--- src/rtl/pipeline_ctrl_pkg.sv ---
// Shared types and constants for the pipeline stall/flush sequencer.
//   REG_ADDR_W         : register-file address width (x0..x31)
//   MD_TIMEOUT_DEFAULT : default cycle limit for one multi-cycle M-op
//   ctrl_state_e       : sequencer states
package pipeline_ctrl_pkg;

  localparam int unsigned REG_ADDR_W         = 5;
  localparam int unsigned MD_TIMEOUT_DEFAULT = 64;

  typedef logic [REG_ADDR_W-1:0] reg_addr_t;

  typedef enum logic [0:0] {
    CTRL_RUN     = 1'b0,
    CTRL_MD_BUSY = 1'b1
  } ctrl_state_e;

endpackage

--- src/rtl/pipeline_ctrl_hazard.sv ---
// Load-use hazard compare between the load in EXE and the source operands in ID.
// Ports:
//   id_rs1_i / id_rs2_i       : source register addresses of the ID instruction
//   id_rs1_en_i / id_rs2_en_i : ID actually reads that source
//   exe_mem_read_i            : EXE instruction is a load
//   exe_rd_i                  : destination of the EXE instruction
//   luse_o                    : ID must wait one cycle for the load result
module hazard_detect
  import pipeline_ctrl_pkg::*;
(
  input  logic [REG_ADDR_W-1:0] id_rs1_i,
  input  logic [REG_ADDR_W-1:0] id_rs2_i,
  input  logic                  id_rs1_en_i,
  input  logic                  id_rs2_en_i,
  input  logic                  exe_mem_read_i,
  input  logic [REG_ADDR_W-1:0] exe_rd_i,
  output logic                  luse_o
);

  logic rd_nonzero;
  logic rs1_hit;
  logic rs2_hit;

  // x0 is hard-wired zero, so a load targeting it never creates a dependency.
  assign rd_nonzero = (exe_rd_i != '0);
  assign rs1_hit    = id_rs1_en_i && (id_rs1_i == exe_rd_i);
  assign rs2_hit    = id_rs2_en_i && (id_rs2_i == exe_rd_i);
  assign luse_o     = exe_mem_read_i && rd_nonzero && (rs1_hit || rs2_hit);

endmodule

--- src/rtl/pipeline_ctrl.sv ---
// Central stall/flush sequencer for the 5-stage pipeline (pc, if_id, id_exe, exe_mem).
// Handles taken-branch flushes, multi-cycle M-ops, load-use bubbles and fetch wait states.
// Parameters:
//   MD_TIMEOUT : max MD_BUSY cycles before a forced release and sticky error
//   CNT_W      : width of the saturating stall-cycle counter
// Ports:
//   clk_i, rst_i (async, active-high)
//   id_rs1_i, id_rs2_i, id_rs1_en_i, id_rs2_en_i : ID operand usage
//   exe_mem_read_i, exe_rd_i                     : load in EXE
//   exe_br_taken_i                               : branch/jump taken in EXE
//   exe_md_op_i, md_done_i                       : M-op in EXE / M unit result valid
//   rom_ready_i                                  : instruction fetch data valid
//   pc_stall_o, if_id_stall_o, if_id_flush_o, id_exe_stall_o,
//   id_exe_flush_o, exe_mem_flush_o              : pipeline register controls
//   md_start_o                                   : one-cycle start pulse to M unit
//   md_err_o                                     : sticky M-op timeout flag
//   stall_cnt_o                                  : cycles with pc_stall_o high, saturating
module pipeline_ctrl
  import pipeline_ctrl_pkg::*;
#(
  parameter int unsigned MD_TIMEOUT = MD_TIMEOUT_DEFAULT,
  parameter int unsigned CNT_W      = 32
) (
  input  logic                  clk_i,
  input  logic                  rst_i,
  input  logic [REG_ADDR_W-1:0] id_rs1_i,
  input  logic [REG_ADDR_W-1:0] id_rs2_i,
  input  logic                  id_rs1_en_i,
  input  logic                  id_rs2_en_i,
  input  logic                  exe_mem_read_i,
  input  logic [REG_ADDR_W-1:0] exe_rd_i,
  input  logic                  exe_br_taken_i,
  input  logic                  exe_md_op_i,
  input  logic                  md_done_i,
  input  logic                  rom_ready_i,
  output logic                  pc_stall_o,
  output logic                  if_id_stall_o,
  output logic                  if_id_flush_o,
  output logic                  id_exe_stall_o,
  output logic                  id_exe_flush_o,
  output logic                  exe_mem_flush_o,
  output logic                  md_start_o,
  output logic                  md_err_o,
  output logic [CNT_W-1:0]      stall_cnt_o
);

  localparam int unsigned TO_W = (MD_TIMEOUT > 2) ? $clog2(MD_TIMEOUT) : 1;
  localparam logic [TO_W-1:0] TO_LAST = TO_W'(MD_TIMEOUT - 1);

  ctrl_state_e       state_q, state_d;
  logic [TO_W-1:0]   to_cnt_q, to_cnt_d;
  logic              md_err_q, md_err_d;
  logic [CNT_W-1:0]  stall_cnt_q, stall_cnt_d;

  logic luse;
  logic err_set;
  logic pc_stall_c, if_id_stall_c, if_id_flush_c;
  logic id_exe_stall_c, id_exe_flush_c, exe_mem_flush_c, md_start_c;

  hazard_detect u_hazard_detect (
    .id_rs1_i       (id_rs1_i),
    .id_rs2_i       (id_rs2_i),
    .id_rs1_en_i    (id_rs1_en_i),
    .id_rs2_en_i    (id_rs2_en_i),
    .exe_mem_read_i (exe_mem_read_i),
    .exe_rd_i       (exe_rd_i),
    .luse_o         (luse)
  );

  always_comb begin
    state_d         = state_q;
    to_cnt_d        = to_cnt_q;
    err_set         = 1'b0;
    pc_stall_c      = 1'b0;
    if_id_stall_c   = 1'b0;
    if_id_flush_c   = 1'b0;
    id_exe_stall_c  = 1'b0;
    id_exe_flush_c  = 1'b0;
    exe_mem_flush_c = 1'b0;
    md_start_c      = 1'b0;

    unique case (state_q)
      CTRL_RUN: begin
        to_cnt_d = '0;
        if (exe_br_taken_i) begin
          if_id_flush_c  = 1'b1;
          id_exe_flush_c = 1'b1;
        end else if (exe_md_op_i) begin
          md_start_c      = 1'b1;
          state_d         = CTRL_MD_BUSY;
          pc_stall_c      = 1'b1;
          if_id_stall_c   = 1'b1;
          id_exe_stall_c  = 1'b1;
          exe_mem_flush_c = 1'b1;
        end else begin
          // Load-use and fetch wait may coincide: the held IF/ID must not be flushed.
          pc_stall_c     = luse || !rom_ready_i;
          if_id_stall_c  = luse;
          if_id_flush_c  = !rom_ready_i && !luse;
          id_exe_flush_c = luse;
        end
      end

      CTRL_MD_BUSY: begin
        if (md_done_i) begin
          // Result is captured into EXE/MEM this cycle, so everything releases now.
          state_d  = CTRL_RUN;
          to_cnt_d = '0;
        end else if (to_cnt_q == TO_LAST) begin
          state_d  = CTRL_RUN;
          to_cnt_d = '0;
          err_set  = 1'b1;
        end else begin
          pc_stall_c      = 1'b1;
          if_id_stall_c   = 1'b1;
          id_exe_stall_c  = 1'b1;
          exe_mem_flush_c = 1'b1;
          to_cnt_d        = to_cnt_q + 1'b1;
        end
      end

      default: begin
        state_d  = CTRL_RUN;
        to_cnt_d = '0;
      end
    endcase
  end

  assign md_err_d    = md_err_q || err_set;
  assign stall_cnt_d = (pc_stall_c && (stall_cnt_q != '1)) ? stall_cnt_q + 1'b1 : stall_cnt_q;

  always_ff @(posedge clk_i or posedge rst_i) begin
    if (rst_i) begin
      state_q     <= CTRL_RUN;
      to_cnt_q    <= '0;
      md_err_q    <= 1'b0;
      stall_cnt_q <= '0;
    end else begin
      state_q     <= state_d;
      to_cnt_q    <= to_cnt_d;
      md_err_q    <= md_err_d;
      stall_cnt_q <= stall_cnt_d;
    end
  end

  // Combinational controls are forced low for the whole time reset is held.
  assign pc_stall_o      = pc_stall_c      && !rst_i;
  assign if_id_stall_o   = if_id_stall_c   && !rst_i;
  assign if_id_flush_o   = if_id_flush_c   && !rst_i;
  assign id_exe_stall_o  = id_exe_stall_c  && !rst_i;
  assign id_exe_flush_o  = id_exe_flush_c  && !rst_i;
  assign exe_mem_flush_o = exe_mem_flush_c && !rst_i;
  assign md_start_o      = md_start_c      && !rst_i;
  assign md_err_o        = md_err_q;
  assign stall_cnt_o     = stall_cnt_q;

endmodule

--- config.mk ---
export PLATFORM = sky130hd
export DESIGN_NAME = pipeline_ctrl
export DESIGN_NICKNAME = d
export VERILOG_FILES = /design/src/rtl/pipeline_ctrl_pkg.sv /design/src/rtl/pipeline_ctrl_hazard.sv /design/src/rtl/pipeline_ctrl.sv
export SDC_FILE = /design/constraint.sdc
export NUM_CORES = 1
export LEC_CHECK = 0
export CAP_MARGIN = 15
export CELL_PAD_IN_SITES_DETAIL_PLACEMENT = 0
export CELL_PAD_IN_SITES_GLOBAL_PLACEMENT = 1
export CORE_UTILIZATION = 38
export CTS_CLUSTER_SIZE = 8
export DETAILED_ROUTE_END_ITERATION = 16
export PLACE_DENSITY_LB_ADDON = 0.1
export SLEW_MARGIN = 20
export SYNTH_ARGS = -nofsm -noshare
export SYNTH_HDL_FRONTEND = slang
export SYNTH_SLANG_ARGS = --single-unit
--- constraint.sdc ---
create_clock -name clk_i -period 8.05 [get_ports clk_i]
set_input_delay 2.415 -clock clk_i [delete_from_list [all_inputs] [get_ports clk_i]]
set_output_delay 2.415 -clock clk_i [all_outputs]
set_load 0.03 [all_outputs]
-- After elaboration in Yosys (flattened, before gate mapping)
Cells that the tools add are included.
- add/sub/neg operators: 2
- equality and inequality tests: 4
- mux-type cells: 24
- bitwise operators: 1
- reductions and logical operators: 19
- operator list (cell ; count):
    32-bit by 1-bit adder with 32-bit output, second input constant ; 1
    32-bit != test, second input constant ; 1
    1-bit 2-to-1 mux ; 18
    1-bit logical AND ; 12
    6-bit 2-to-1 mux ; 2
    6-bit one-hot mux with 2 select lines ; 1
    5-bit equality test ; 2
    6-bit by 1-bit adder with 6-bit output, second input constant ; 1
    6-bit equality test, second input constant ; 1
    1-bit one-hot mux with 2 select lines ; 3
    5-bit nonzero test ; 1
    1-bit zero test ; 3
    1-bit logical OR ; 3
    1-bit NOT ; 1
- bits in registers: 40
- input port bits: 24
- logic and storage cells: 54

-- Longest topological paths before layout
Gate-level depths: netlist of the first run.
- depth after elaboration: 10
- depth in mapped cells: 8
- mapped depth without buffers: 7

-- By module
From an unflattened synthesis of the first run, not the netlist that was laid out.
- cells, all modules: 220
- area, all modules: 2234.6 um^2
- by module, submodules not included (module ; times used ; cells an instance ; area each (um^2)):
    pipeline_ctrl ; 1 ; 203 ; 2100.8
    hazard_detect ; 1 ; 17 ; 133.9

-- Worst setup path after synthesis of the first run
Ideal clock, no wire load.
- kind: input port to output port
- start: in exe_rd_i[0]
- end: out if_id_flush_o
- arrival time: 4.012 ns
- slack: 1.623 ns
- stages: 5
- path buffers: 0
- cells stage by stage: or4_1 -> o21a_1 -> a21oi_1 -> a21oi_1 -> nor3_1
- word-level cells in the longest chain between the ends: 10
- elaborated cells on any way between the ends: 14
- those cells by class: eq/ne (2); mux (3); reduce/logical (9)
- ends and longest elaborated chain (element ; RTL line ; source):
    start, declared ; pipeline_ctrl.sv:31 ; input logic [REG_ADDR_W-1:0] exe_rd_i,
    5-bit equality test (on tied branches) ; pipeline_ctrl_hazard.sv:26, pipeline_ctrl_hazard.sv:27 ;
    1-bit logical AND (on tied branches) ; pipeline_ctrl_hazard.sv:26, pipeline_ctrl_hazard.sv:27 ;
    1-bit logical OR ; pipeline_ctrl_hazard.sv:28 ; assign luse_o = exe_mem_read_i && rd_nonzero && (rs1_hit || rs2_hit);
    1-bit logical AND * ; pipeline_ctrl_hazard.sv:28 ;
    1-bit zero test * ; pipeline_ctrl.sv:99 ; if_id_flush_c = !rom_ready_i && !luse;
    1-bit logical AND * ; pipeline_ctrl.sv:99 ;
    1-bit 2-to-1 mux * ; pipeline_ctrl.sv:88 ; end else if (exe_md_op_i) begin
    1-bit 2-to-1 mux * ; pipeline_ctrl.sv:85 ; if (exe_br_taken_i) begin
    1-bit 2-to-1 mux * ; pipeline_ctrl.sv:82 ; unique case (state_q)
    1-bit logical AND * ; pipeline_ctrl.sv:149 ; assign if_id_flush_o = if_id_flush_c && !rst_i;
    end, declared ; pipeline_ctrl.sv:38 ; output logic if_id_flush_o,
Every way passes the cells marked *; elsewhere a longest branch is shown, timed or not.

-- Worst setup path after layout of the first run
- start: in exe_rd_i[3]
- end: out pc_stall_o
- word-level cells in the longest chain between the ends: 9
- elaborated cells on any way between the ends: 13
- those cells by class: eq/ne (2); mux (3); reduce/logical (8)
- ends and longest elaborated chain (element ; RTL line ; source):
    5-bit equality test (on tied branches) ; pipeline_ctrl_hazard.sv:26, pipeline_ctrl_hazard.sv:27 ;
    1-bit logical AND (on tied branches) ; pipeline_ctrl_hazard.sv:26, pipeline_ctrl_hazard.sv:27 ;
    1-bit logical OR ; pipeline_ctrl_hazard.sv:28 ;
    1-bit logical AND * ; pipeline_ctrl_hazard.sv:28 ;
    1-bit logical OR * ; pipeline_ctrl.sv:97 ; pc_stall_c = luse || !rom_ready_i;
    1-bit 2-to-1 mux * ; pipeline_ctrl.sv:88 ;
    1-bit 2-to-1 mux * ; pipeline_ctrl.sv:85 ;
    1-bit one-hot mux with 2 select lines * ; pipeline_ctrl.sv:82 ;
    1-bit logical AND * ; pipeline_ctrl.sv:147 ; assign pc_stall_o = pc_stall_c && !rst_i;
    end, declared ; pipeline_ctrl.sv:36 ; output logic pc_stall_o,
Marked as above.

==> out/metrics.csv, run 1 <==
stage,metric,value,unit
status,status,finished clean,
clock_tree,tritoncts,done,
die,core,0.00527,mm2
sta,setup_slack,859,ps
grt,grt_max_degree,37,
power_and_ir_drop,power.density,175,mW/mm2
synth,synth_fp_nets,232,
sta,maxSlewHeadroom,0.545,
detailed_routing,wl,4890,um
critical_path,worstSetupEndpointType,output port,
synth,syn_avg_cell_area,10.4,um2
sta,rsz0062_at_grt,false,
placed_design,placed_cell_area,0.00283,mm2
synth,ys_types,36,
grt,grt_overflow_total,0,
clock_tree,cts_hold_buffers,0,
power_and_ir_drop,ir_drop,0.173,mV
synth,async_reset_ff_frac,1.00,
detailed_routing,drt_pass1_iterations,4,
sta,finClkSkew,9.19,ps
detailed_routing,antenna_left,0,
sta,fmax,139,MHz
die,ios,64,
power_and_ir_drop,p_leak,1.17,nW
layout,mostFrequentLayoutCell,clkdlybuf4s50_1,
clock_tree,cts_sinks,40,
clock_tree,post_cts_resized,0,
die,die_width,77.0,um
min_path,worstHoldStart,to_cnt_q[0],
grt,grt_pass1_vias,1649,
sta,fin_hold_ws,460,ps
power_and_ir_drop,power,0.000511,W
clock_tree,cts-root-buf,clkbuf_8,
die,start_util,0.405,
placed_design,dp_slack,876,ps
layout,fin_nets,299,
die,die_h,77.0,um
synth,yosysSeqAreaShare,0.469,
layout,drive_gt1_frac,0.0547,
layout,final_cell_mix,"clkdlybuf4s50_1, xnor2_1, dfrtp_1",
synth,synth_edf_count,0,
synth,synth_cells,206,
sta,report.final.slew_viol_count,0,
placed_design,gp_congestion,0.774,
detailed_routing,wire_per_inst,14.2,um
critical_path,cp-startpoint,exe_rd_i[3],
die,dieArea,0.00592,mm2
critical_path,critPathMaxFanout,4,
critical_path,crit_required,5640,ps
synth,yosysWarnings,0,
min_path,hp-class,flop to flop,
flow_run,drv_cap,0,
detailed_routing,viasPerCell,5.12,
critical_path,cp-start-kind,input pin,
critical_path,reg2reg_from,to_cnt_q[0],
critical_path,critPathArrivalTime,4780,ps
sta,hold_viol,0,
sta,finalSetupViolations,0,
layout,n_fill_cell,515,
placed_design,numPortBuffers,63,
sta,max_slew.worst_pin.slew,680,ps
sta,setup-tns-final,0,ps
sta,period_minus_slack,7190,ps
layout,final_cell_area,0.00293,mm2
critical_path,path_class,input pin to output port,
placed_design,hpwl,3520,um
clock_tree,htreeDepth,2,
synth,synth_ff_type,dfrtp_1,
grt,grt_pass1_wl,8000,um
layout,diodes,0,
detailed_routing,drtIter0Drc,70,
clock_tree,cts_buffers,5,
grt,antenna_found_initial,0,
synth,syn_area,0.00214,mm2
clock_tree,clk_latency,290,ps
layout,syn_to_final_growth,37.0,%
clock_tree,clkSlewWorstSetupHoldPaths,80,ps
detailed_routing,vias,1760,
sta,min_period_over_period,0.893,
detailed_routing,route.detailed.drc,0,
die,rows,26,
clock_tree,post_cts_buffers,0,
clock_tree,clockBufferDepth,2,
synth,yosys_register_bits,40,
grt,grt_use_total,0.170,
[flip-flops by register name (all words and copies together), names as in the netlist]
signal	cells
to_cnt_q	6
stall_cnt_o	32
state_q	1
md_err_o	1
[cell type report]
class	count	area (um2)	share of cell area
Multi-Input combinational cell	153	1070	0.365
Sequential cell	40	1000	0.342
Tap cell	70	87.6	0.0299
Clock buffer	7	86.3	0.0295
Inverter	8	30.0	0.0103
Timing Repair Buffer	65	646	0.221
Clock inverter	1	7.51	0.00257
[routing by layer]
metal  global-route usage  share of wire  wire length, um  vias up
met3               0.0452          0.065              316        5
met4               0.0547          0.011               53        0
met1                0.234           0.50             2450      825
met2                0.259           0.42             2060       55
met5                    0              0                0        -
li1                     -              -                -      875
[synthesized netlist by cell type, types with 2 or more instances]
cell	number	share of area
xnor2_1	40	0.16
a21oi_1	4	0.0094
nor2_1	10	0.018
xor2_1	5	0.021
nor3_1	3	0.0070
nand2b_1	3	0.0088
buf_6	2	0.011
dfrtp_1	40	0.47
clkbuf_1	2	0.0035
or4_1	3	0.011
nand4_1	20	0.059
ha_1	2	0.012
and3_1	11	0.032
or3_1	2	0.0059
nand2_1	10	0.018
nor4_1	4	0.012
inv_1	8	0.014
nand3_2	2	0.0094
nand3_1	15	0.035
and4_1	4	0.016
[through the flow]
| stage | std cells | util |
|---|---|---|
| 2_1_floorplan | 206 | - |
| 6_report | 344 | 0.555 |
| 3_3_place_gp | 336 | 0.537 |
| 4_1_cts | 344 | 0.555 |
| 3_5_place_dp | 336 | 0.537 |
| 5_1_grt | 344 | 0.555 |
[cell families after synthesis]
family / synth area share
buffers and inverters: 0.0316
adders and majority gates: 0.0117
DFF: 0.469
xor gates and xnor gates: 0.185
and+or+nand+nor: 0.261
muxes: 0.00703
AOI/OAI and AO/OA: 0.0357
[final timing paths]
kind                       cells after the start  slack, ps        endpoint
min                                            1        460     to_cnt_q[0]
max in group asynchronous                      3       4840  stall_cnt_o[7]
max                                            6        860      pc_stall_o
min in group asynchronous                      2       2510     to_cnt_q[2]
min reg2reg                                    1        460     to_cnt_q[0]
max reg2reg                                    7       5820  stall_cnt_o[5]
[critical path, cell delays in order]
cell and delay, ps:
clkdlybuf4s50_1 480, or4_1 570, or4_1 440, o2111ai_2 160
nor3b_1 90, clkdlybuf4s50_1 620
[where the power goes]
group / switching (W) / total, W / internal, W / leakage (nW)
sequential: 0.0000230 / 0.000239 / 0.000216 / 0.541
combinational: 0.0000687 / 0.000132 / 0.0000635 / 0.588
clock: 0.0000694 / 0.000139 / 0.0000697 / 0.0445
No activity file was read; power rests on OpenSTA's default activity.
==> run 2: changes to the inputs <==
Settings changed: CORE_ASPECT_RATIO set to 0.5.
==> out/metrics.csv, run 2 (same netlist as run 1, synthesis figures left out) <==
stage,metric,value,unit
sta,rsz0062_at_grt,false,
grt,grtUsageMet3,0.0550,
layout,mostFrequentLayoutCell,clkdlybuf4s50_1,
sta,period_minus_slack,7250,ps
layout,n_fill_cell,479,
critical_path,worstSetupEndpointType,output port,
detailed_routing,wl,5070,um
grt,grt_use_total,0.181,
sta,report.final.slew_viol_count,0,
clock_tree,cts_buffers,5,
die,die_h,55.0,um
layout,largest_register_ffs,32,
power_and_ir_drop,ir_drop,0.178,mV
clock_tree,clk_latency,290,ps
grt,grt_pass1_wl,8070,um
clock_tree,htreeDepth,2,
detailed_routing,antenna_left,0,
grt,use_met2,0.290,
grt,grt_overflow_total,0,
clock_tree,cts-root-buf,clkbuf_8,
flow_run,drv_cap,0,
sta,hold_viol,0,
placed_design,gp_congestion,0.759,
sta,finalSetupViolations,0,
placed_design,hpwl,3650,um
sta,fmax,138,MHz
placed_design,placed_cell_area,0.00283,mm2
detailed_routing,vias,1785,
die,core,0.00516,mm2
power_and_ir_drop,power.density,174,mW/mm2
grt,grt_max_degree,38,
detailed_routing,route.detailed.drc,0,
detailed_routing,wire_per_inst,14.7,um
layout,regArea,0.00100,mm2
layout,final_cell_mix,"clkdlybuf4s50_1, xnor2_1, dfrtp_1",
clock_tree,cts_sinks,40,
clock_tree,post_cts_resized,0,
detailed_routing,drt_pass1_iterations,4,
layout,utilization,0.567,
layout,fin_nets,299,
clock_tree,tritoncts,done,
grt,antenna_found_initial,0,
critical_path,critPathMaxFanout,3,
sta,min_period_over_period,0.901,
clock_tree,post_cts_buffers,0,
critical_path,path_class,input pin to output port,
die,start_util,0.414,
die,ios,64,
clock_tree,clkSlewWorstSetupHoldPaths,70,ps
clock_tree,clockBufferDepth,2,
detailed_routing,drtIter0Drc,67,
critical_path,crit_required,5640,ps
die,rows,18,
detailed_routing,viasPerCell,5.19,
placed_design,dp_slack,844,ps
layout,syn_to_final_growth,36.9,%
sta,setup-tns-final,0,ps
grt,top_usage_layer,met2,
status,status,finished clean,
die,dieArea,0.00594,mm2
layout,diodes,0,
power_and_ir_drop,p_leak,1.18,nW
grt,grt_use_met1,0.240,
layout,multiInputGateArea,0.00107,mm2
critical_path,critPathArrivalTime,4830,ps
sta,finClkSkew,4.68,ps
min_path,hp-class,flop to flop,
die,die_width,108,um
sta,setup_slack,801,ps
critical_path,cp-start-kind,input pin,
layout,final_cell_area,0.00292,mm2
placed_design,numPortBuffers,63,
layout,drive_gt1_frac,0.0584,
sta,max_slew.worst_pin.slew,730,ps
clock_tree,cts_hold_buffers,0,
sta,maxSlewHeadroom,0.511,
grt,grt_pass1_vias,1661,
==> run 2: changes by cell type in the layout (fill, tap and decap cells not counted) <==
cell,change
clkinvlp_4,-1
clkinv_2,+2
clkbuf_1,-1
==> run 2: power breakdown <==
part | total [W] | switching (W) | internal (W)
sequential | 0.000238 | 0.0000216 | 0.000216
combinational | 0.000132 | 0.0000688 | 0.0000630
clock | 0.000139 | 0.0000705 | 0.0000684
==> run 2: path summary, 6_finish.rpt <==
| kind | startpoint | endpoint | slack (ps) | cells past startpoint |
|---|---|---|---|---|
| worst max register to register | state_q | stall_cnt_o[3] | 5760 | 6 |
| worst min-delay path | to_cnt_q[0] | to_cnt_q[0] | 470 | 1 |
| max in group asynchronous | rst_i | stall_cnt_o[30] | 4850 | 3 |
| worst min register to register | to_cnt_q[0] | to_cnt_q[0] | 470 | 1 |
| min in group asynchronous | rst_i | to_cnt_q[4] | 2500 | 2 |
| worst max-delay path | exe_rd_i[0] | if_id_flush_o | 800 | 7 |
==> run 2: layout make-up <==
class	count	share of cell area
Multi-Input combinational cell	153	0.365
Sequential cell	40	0.342
Timing Repair Buffer	65	0.221
Tap cell	70	0.0300
Clock buffer	6	0.0282
Inverter	8	0.0103
Clock inverter	2	0.00342
==> run 2: per-stage QoR <==
step           hold WS [ps]  cells  total power, W
6_report                473    344        0.000509
5_1_grt                 500    344        0.000538
4_1_cts                 468    344        0.000514
3_5_place_dp            458    336        0.000374
3_3_place_gp            449    336        0.000373
2_1_floorplan           433    206        0.000315
==> run 2: routing by layer <==
layer | vias to the layer above | routed length (um)
met5 | - | 0
met2 | 59 | 2080
met1 | 854 | 2560
met3 | 4 | 399
li1 | 868 | -
met4 | 0 | 36
==> run 2: worst max-delay path, cell delays in order <==
cell             delay (ps)
clkdlybuf4s50_1         460
or4_1                   580
o21a_1                  200
a21oi_1                 210
a21oi_1                 100
nor3_1                  160
clkdlybuf4s50_1         710
==> run 3: changes to the inputs <==
--- a/config.mk
+++ b/config.mk
@@ -14,4 +14,5 @@
 export DETAILED_ROUTE_END_ITERATION = 16
 export PLACE_DENSITY_LB_ADDON = 0.1
+export SKIP_CTS_REPAIR_TIMING = 1
 export SLEW_MARGIN = 20
 export SYNTH_ARGS = -nofsm -noshare
==> constraint.sdc (replaced) <==
create_clock -name clk_i -period 8.05 [get_ports clk_i]
set_input_delay 2.415 -clock clk_i [delete_from_list [all_inputs] [get_ports clk_i]]
set_output_delay 2.415 -clock clk_i [all_outputs]
set_load 0.05 [all_outputs]
==> out/metrics.csv, run 3 (same netlist as run 1, synthesis figures left out) <==
stage,metric,value,unit
die,start_util,0.414,
critical_path,path_class,input pin to output port,
min_path,hold-path-cell-count,1,
layout,utilization,0.562,
layout,drive_gt1_frac,0.0480,
power_and_ir_drop,power.density,177,mW/mm2
clock_tree,clk_latency,280,ps
die,die_h,55.0,um
critical_path,path_cells,"clkdlybuf4s50_1, or4_1, o21a_1, a21oi_1, a21oi_1, nor3_1, clkdlybuf4s50_1",
critical_path,rrSetupSlack,5710,ps
sta,hold_viol,0,
min_path,hold_path_end,to_cnt_q[0],
clock_tree,tritoncts,done,
sta,finClkSkew,2.20,ps
detailed_routing,route.detailed.drc,0,
flow_run,drv_cap,0,
placed_design,hpwl,3710,um
grt,grt_use_total,0.183,
critical_path,slowest_delay,820,ps
clock_tree,clockBufferDepth,2,
power_and_ir_drop,ir_drop,0.203,mV
grt,grt_max_degree,38,
layout,largest_register_ffs,32,
layout,final_cell_mix,"clkdlybuf4s50_1, xnor2_1, dfrtp_1",
critical_path,crit_required,5640,ps
die,rows,18,
critical_path,critPathArrivalTime,4890,ps
clock_tree,cts_buffers,5,
detailed_routing,wire_per_inst,15.0,um
detailed_routing,antenna_left,0,
sta,rsz0062_at_grt,false,
critical_path,rr_endpoint,stall_cnt_o[3],
sta,max_slew.worst_pin.slew,793,ps
sta,min_period_over_period,0.907,
min_path,hp-class,flop to flop,
critical_path,critPathMaxFanout,3,
grt,antenna_found_initial,0,
power_and_ir_drop,p_leak,1.17,nW
sta,fmax,137,MHz
sta,maxSlewHeadroom,0.469,
layout,syn_to_final_growth,35.8,%
critical_path,reg2reg_from,state_q,
clock_tree,cts-root-buf,clkbuf_8,
min_path,worstHoldStart,to_cnt_q[0],
clock_tree,htreeDepth,2,
detailed_routing,wl,5110,um
status,status,finished clean,
clock_tree,clkSlewWorstSetupHoldPaths,70,ps
critical_path,cp-start-kind,input pin,
die,die_width,108,um
grt,grt_overflow_total,0,
placed_design,gp_congestion,0.769,
sta,period_minus_slack,7300,ps
sta,setup-tns-final,0,ps
layout,diodes,0,
detailed_routing,viasPerCell,5.24,
grt,grt_pass1_wl,8070,um
sta,finalSetupViolations,0,
die,core,0.00516,mm2
die,ios,64,
layout,mostFrequentLayoutCell,clkdlybuf4s50_1,
critical_path,slowest_stage,clkdlybuf4s50_1,
critical_path,cp-startpoint,exe_rd_i[0],
critical_path,worstSetupEndpointType,output port,
critical_path,reg2reg_depth,6,
detailed_routing,vias,1788,
clock_tree,cts_sinks,40,
detailed_routing,drt_pass1_iterations,4,
layout,fin_nets,299,
detailed_routing,drtIter0Drc,85,
sta,report.final.slew_viol_count,0,
grt,grt_pass1_vias,1620,
die,dieArea,0.00594,mm2
placed_design,numPortBuffers,63,
## run 3: changes by cell type in the layout (fill, tap and decap cells not counted)
| cell | before | now |
|---|---|---|
| clkbuf_8 | 6 | 5 |
| clkinv_2 | 2 | 0 |
## run 3: worst max path at each step
stage	endpoint
after floorplan	if_id_flush_o
after global placement	if_id_flush_o
after detailed placement	pc_stall_o
after CTS	pc_stall_o
after global routing	if_id_flush_o
final	if_id_flush_o
## run 3: through the flow
stage	setup WS (ps)	hold slack (ps)	power, W	instance area [um2]	cells
final	747	464	0.000514	2900	341
after global routing	620	505	0.000545	2900	341
after CTS	750	468	0.000521	2900	341
after detailed placement	767	459	0.000401	2830	336
after global placement	759	450	0.000398	2830	336
after floorplan	1230	433	0.000341	2140	206
## run 3: cell type report
type / instances / area (um2)
Inverter: 8 / 30.0
Clock buffer: 5 / 68.8
Multi-Input combinational cell: 153 / 1070
Tap cell: 70 / 87.6
Sequential cell: 40 / 1000
Timing Repair Buffer: 65 / 646
Fill cell: 480 / 2260
## run 3: critical path, delay by kind of cell
family | cells | cell delay, ps
buf+inv | 2 | 1280
compound gates | 3 | 480
simple gates | 2 | 710
## run 3: metal layers
layer	track usage	share of wire
met5	0	0
met4	0.0616	0.0067
met2	0.279	0.42
met1	0.251	0.50
met3	0.0527	0.074
## run 3: report_power, final
group / switching, W / internal, W / total, W
sequential: 0.0000222 / 0.000217 / 0.000239
combinational: 0.0000952 / 0.0000629 / 0.000158
clock: 0.0000618 / 0.0000558 / 0.000118
total: 0.000179 / 0.000335 / 0.000514
